<file path="src/rtl/ld3320_bus_arbiter.sv">
// Purpose : round-robin arbiter sharing one LD3320 register read/write engine among three requesters.
// Latency : req seen in IDLE -> eng_ena next cycle -> ack one cycle after eng_done (or after TIMEOUT wait cycles).
// Backpress: requesters hold req/command until ack; no new grant while a transaction is in flight.
module ld3320_bus_arbiter #(
  parameter logic [15:0] TIMEOUT = 16'd2000
) (
  input  logic        clk,
  input  logic        sys_rstn,
  input  logic [2:0]  req,
  input  logic [2:0]  req_sel,
  input  logic [23:0] req_addr,
  input  logic [23:0] req_wdata,
  output logic [2:0]  ack,
  output logic        err,
  output logic [7:0]  rdata,
  output logic        busy,
  output logic        eng_ena,
  output logic        eng_sel,
  output logic [7:0]  eng_address,
  output logic [7:0]  eng_data,
  input  logic        eng_done,
  input  logic [7:0]  eng_rdata
);

  // Last counter value allowed in WAIT; reaching it without eng_done aborts.
  localparam logic [15:0] TMO_LAST = TIMEOUT - 16'd1;

  typedef enum logic [1:0] {
    S_IDLE  = 2'd0,
    S_ISSUE = 2'd1,
    S_WAIT  = 2'd2,
    S_RESP  = 2'd3
  } state_e;

  state_e      state_q, state_d;
  logic [1:0]  grant_q, grant_d;
  logic [1:0]  last_grant_q, last_grant_d;
  logic [15:0] cnt_q, cnt_d;
  logic        err_flag_q, err_flag_d;
  logic [7:0]  rdata_q, rdata_d;
  logic        eng_sel_q, eng_sel_d;
  logic [7:0]  eng_addr_q, eng_addr_d;
  logic [7:0]  eng_data_q, eng_data_d;

  logic [1:0]  pick_idx;
  logic [4:0]  pick_base;

  // Round-robin pick: search starts one past the last requester served.
  always_comb begin
    pick_idx = 2'd0;
    unique case (last_grant_q)
      2'd0: begin
        if (req[1])      pick_idx = 2'd1;
        else if (req[2]) pick_idx = 2'd2;
        else             pick_idx = 2'd0;
      end
      2'd1: begin
        if (req[2])      pick_idx = 2'd2;
        else if (req[0]) pick_idx = 2'd0;
        else             pick_idx = 2'd1;
      end
      default: begin
        if (req[0])      pick_idx = 2'd0;
        else if (req[1]) pick_idx = 2'd1;
        else             pick_idx = 2'd2;
      end
    endcase
  end

  // Byte lane of the picked requester inside the packed address/data buses.
  assign pick_base = {pick_idx, 3'b000};

  // Next-state and datapath updates for the arbitration FSM.
  always_comb begin
    state_d      = state_q;
    grant_d      = grant_q;
    last_grant_d = last_grant_q;
    cnt_d        = cnt_q;
    err_flag_d   = err_flag_q;
    rdata_d      = rdata_q;
    eng_sel_d    = eng_sel_q;
    eng_addr_d   = eng_addr_q;
    eng_data_d   = eng_data_q;

    unique case (state_q)
      S_IDLE: begin
        if (|req) begin
          grant_d    = pick_idx;
          eng_sel_d  = req_sel[pick_idx];
          eng_addr_d = req_addr[pick_base +: 8];
          eng_data_d = req_wdata[pick_base +: 8];
          state_d    = S_ISSUE;
        end
      end

      S_ISSUE: begin
        cnt_d   = 16'd0;
        state_d = S_WAIT;
      end

      S_WAIT: begin
        // A completion in the final timeout cycle still counts as success.
        if (eng_done) begin
          rdata_d    = eng_sel_q ? 8'h00 : eng_rdata;
          err_flag_d = 1'b0;
          state_d    = S_RESP;
        end else if (cnt_q >= TMO_LAST) begin
          rdata_d    = 8'h00;
          err_flag_d = 1'b1;
          state_d    = S_RESP;
        end else begin
          cnt_d = cnt_q + 16'd1;
        end
      end

      S_RESP: begin
        last_grant_d = grant_q;
        err_flag_d   = 1'b0;
        state_d      = S_IDLE;
      end

      default: begin
        state_d = S_IDLE;
      end
    endcase
  end

  // State and datapath registers; reset leaves requester 0 first in line.
  always_ff @(posedge clk or negedge sys_rstn) begin
    if (!sys_rstn) begin
      state_q      <= S_IDLE;
      grant_q      <= 2'd0;
      last_grant_q <= 2'd2;
      cnt_q        <= 16'd0;
      err_flag_q   <= 1'b0;
      rdata_q      <= 8'h00;
      eng_sel_q    <= 1'b0;
      eng_addr_q   <= 8'h00;
      eng_data_q   <= 8'h00;
    end else begin
      state_q      <= state_d;
      grant_q      <= grant_d;
      last_grant_q <= last_grant_d;
      cnt_q        <= cnt_d;
      err_flag_q   <= err_flag_d;
      rdata_q      <= rdata_d;
      eng_sel_q    <= eng_sel_d;
      eng_addr_q   <= eng_addr_d;
      eng_data_q   <= eng_data_d;
    end
  end

  // Moore-decoded outputs; the command fields come straight from registers.
  always_comb begin
    ack         = (state_q == S_RESP) ? (3'b001 << grant_q) : 3'b000;
    err         = (state_q == S_RESP) && err_flag_q;
    rdata       = rdata_q;
    busy        = (state_q != S_IDLE);
    eng_ena     = (state_q == S_ISSUE);
    eng_sel     = eng_sel_q;
    eng_address = eng_addr_q;
    eng_data    = eng_data_q;
  end

endmodule
</file>
<file path="config.mk">
export PLATFORM = sky130hd
export DESIGN_NAME = ld3320_bus_arbiter
export DESIGN_NICKNAME = d
export VERILOG_FILES = /design/src/rtl/ld3320_bus_arbiter.sv
export SDC_FILE = /design/constraint.sdc
export NUM_CORES = 1
export LEC_CHECK = 0
export ABC_CLOCK_PERIOD_IN_PS = 2600
export CORE_ASPECT_RATIO = 0.75
export CORE_MARGIN = 2
export CORE_UTILIZATION = 44
export CTS_CLUSTER_DIAMETER = 150
export CTS_CLUSTER_SIZE = 28
export DETAILED_ROUTE_END_ITERATION = 10
export PLACE_DENSITY = 0.8
export SLEW_MARGIN = 15
export SYNTH_ARGS = -nofsm -noshare
export SYNTH_HDL_FRONTEND = slang
export SYNTH_SLANG_ARGS = --single-unit
</file>
<file path="constraint.sdc">
create_clock -name clk -period 2.6 [get_ports clk]
set_input_delay 0.78 -clock clk [delete_from_list [all_inputs] [get_ports clk]]
set_output_delay 0.78 -clock clk [all_outputs]
set_load 0.03 [all_outputs]
</file>
==> out/qor.yml <==
run_status:
  status: "finished, final reports clean"
power_and_ir_drop:
  p_int_w: 0.00225
  swShare_pct: 43.5
  p_leak_nw: 1.77
  clkPwrFrac_pct: 13.8
  comb_power_share_pct: 55.9
  pwr-share-seq_pct: 30.3
  p_sw_w: 0.00173
  peakVddDrop_v: 0.000616
  p_per_area_mw_per_mm2: 1050
final_layout:
  multi_input_area_mm2: 0.00118
  fillers: 473
  antenna_cells: 0
  drive_gt1_share_pct: 8.11
  nNetsFinal: 439
  finalInstanceArea_mm2: 0.00378
  layout_common_cells: "clkdlybuf4s50_1 (90), dfrtp_1 (47), nand2_1 (40), inv_1 (31)"
  seqCellArea_mm2: 0.00120
  area_delta_synth_final_pct: 47.5
  final_common_cell: "clkdlybuf4s50_1"
routing:
  wl_per_cell_um: 16.0
  vias_per_cell: 5.52
  drt_iter0_markers: 174
  routed_wl_um: 7170
  post-route-drc-count: 0
  final_antenna_net_count: 0
  vias: 2471
  first_pass_iters: 4
critical_path:
  reg2reg_slack_ns: 0.53
  worst_path_max_delay_cell: "clkdlybuf4s50_1"
  cp_cell_sequence: "inv_1, ha_1, inv_1, clkdlybuf4s50_1"
  r2r_end: "cnt_q[8]$_DFFE_PN0P_"
  path_common_cell: "inv_1"
  critPathRequiredTime_ns: 1.82
  start_kind: "register"
  end_kind: "output port"
  max_stage_delay_ns: 0.65
  critPathBufInv: 3
  crit_type: "reg -> out"
  critPathTopFamily: "buffers and inverters"
  cp_max_fo: 4
  crit_path_start: "state_q[0]$_DFFE_PN0P_"
  crit_cells: 4
  crit_path_end: "busy"
  rr_worst_depth: 4
  critPathArrivalTime_ns: 1.72
  regToRegStartpoint: "cnt_q[12]$_DFFE_PN0P_"
placed_design:
  place_area_mm2: 0.00367
  io_buffers: 95
  hpwlAfterDp_um: 5210
  place.gp.congestion: 0.927
die:
  die-area_mm2: 0.00646
  die_w_um: 92.1
  num_rows: 24
  core-area_mm2: 0.00571
  initial_core_util_pct: 44.9
  io_pins: 96
  die_h_um: 70.1
logic_synthesis:
  synth_top_family_by_area: "compound AO/OA/AOI/OAI gates"
  synth_ff_type: "dfrtp_1"
  synth_seq_cells: 48
  synth_seq_area_share_pct: 46.9
  yosys.area_share.simple_pct: 16.1
  synthArstFlopShare_pct: 100
  synth_edf_count: 0
  syn_avg_cell_area_um2: 9.53
  synth_xor_area_share_pct: 0
  yosys_warnings: 0
  synth_area_mm2: 0.00256
  yosys.cell_types.count: 43
  syn_inst: 269
  muxShareOfSynthArea_pct: 3.96
  synth_compound_area_share_pct: 23.3
  synth_fp_nets: 339
  synthAdderAreaFrac_pct: 2.44
sta:
  rsz0062_at_grt: "no"
  skew_ns: 0.00675
  tns_ns: 0
  final-setup-viol-count: 0
  fin_crit_ns: 2.50
  maxSlewViolCount: 0
  tightest_slew_ns: 0.695
  slew_headroom_pct: 53.7
  hold_viol: 0
  period_share_pct: 96.1
  fmax_mhz: 400
clock_network:
  cts_tree: "built"
  cts-root-buf: "clkbuf_8"
  postCtsSetupBuffers: 0
  cts-buffers-inserted: 5
  clk_pin_slew_ns: 0.09
  insertion_delay_ns: 0.31
  ctsHtreeMaxLevel: 2
  clockBufferDepth: 2
  clkSinkCount: 48
grt:
  gr-total-overflow: 0
  groute.usage.overall_pct: 23.1
  grt_pass1_wl_um: 11800
  antenna_found_initial: 0
  grt_pass1_vias: 2394
  grt_max_degree: 49
worst_hold_path:
  hp-class: "reg -> reg"
job:
  maxCapViolCount: 0
what timing repair did:
item | in CTS | in global routing
endpoints found under the setup margin | 3 | 1
resized for setup | 3 | 1
gates cloned | 0 | 0
hold buffers | 0 | 0
cell type report:
type | instances | share of cell area, %
sequential | 48 | 31.8
inverter | 32 | 3.18
timing repair buffer | 110 | 28.3
multi-input combinational | 172 | 31.2
tap | 78 | 2.58
clock buffer | 5 | 1.82
clock inverter | 3 | 1.13
stage by stage:
step	setup slack, ns	std cells	total power [W]	hold WS, ns	utilization (%)
final	0.102	448	0.00398	0.525	66.2
after global routing	0.00373	448	0.00422	0.546	66.2
after CTS	0.00677	448	0.00399	0.530	66.2
after detailed placement	0.0658	440	0.00344	0.503	64.3
after global placement	0.128	440	0.00338	0.481	64.3
after floorplan	0.416	269	0.00251	0.456	-
how the worst min path moves through the flow:
| stage | from | slack, ns | cells after the start | to |
|---|---|---|---|---|
| final | cnt_q[11]$_DFFE_PN0P_ | 0.52 | 1 | cnt_q[11]$_DFFE_PN0P_ |
| after CTS | cnt_q[11]$_DFFE_PN0P_ | 0.53 | 1 | cnt_q[11]$_DFFE_PN0P_ |
| after global placement | cnt_q[11]$_DFFE_PN0P_ | 0.48 | 1 | cnt_q[11]$_DFFE_PN0P_ |
| after floorplan | cnt_q[11]$_DFFE_PN0P_ | 0.46 | 1 | cnt_q[11]$_DFFE_PN0P_ |
| after detailed placement | cnt_q[11]$_DFFE_PN0P_ | 0.50 | 1 | cnt_q[11]$_DFFE_PN0P_ |
| after global routing | cnt_q[13]$_DFFE_PN0P_ | 0.55 | 1 | cnt_q[13]$_DFFE_PN0P_ |
flip-flops by register name, summed over array words and instances, names as in the netlist, 2 cells and up:
register / flops
cnt_q: 16
rdata: 8
grant_q: 2
last_grant_q: 2
eng_address: 8
state_q: 2
eng_data: 8
synthesized netlist by cell type, types with 5 or more instances:
cell type  number  area share (%)
inv_1          31             4.5
ha_1            5             2.4
and3_1          7             1.7
nor2_1          8             1.2
dfrtp_1        47              46
nor2b_1         5             1.2
a31oi_1         6             1.5
mux2i_1         9             3.5
nand2_1        40             5.9
clkbuf_1       15             2.2
o31ai_1        19             5.6
a221o_1        18             7.0
metal layers:
| metal | wire length (µm) | global-route usage (%) | vias up |
|---|---|---|---|
| met5 | 0 | 0 | - |
| met4 | 187 | 8.46 | 0 |
| met3 | 443 | 4.53 | 17 |
| met2 | 3260 | 36.5 | 103 |
| met1 | 3280 | 31.6 | 1173 |
| li1 | - | - | 1178 |
cell families (layout without fill, tap and decap cells):
group | count (synthesis) | in the layout
AO/OA/AOI/OAI | 74 | 74
adder cells (fa/ha/maj) | 5 | 5
buffers and inverters | 49 | 150
flip-flops | 48 | 48
multiplexers | 10 | 10
AND/OR/NAND/NOR | 83 | 83
power groups by stage:
stage / Sequential (W) / Clock, W / Combinational, W
final: 0.00120 / 0.000550 / 0.00222
after global routing: 0.00124 / 0.000585 / 0.00239
after CTS: 0.00120 / 0.000553 / 0.00223
after detailed placement: 0.00121 / 0 / 0.00223
after global placement: 0.00120 / 0 / 0.00218
after floorplan: 0.00155 / 0 / 0.000958
Power figures use the tool's default switching activity.
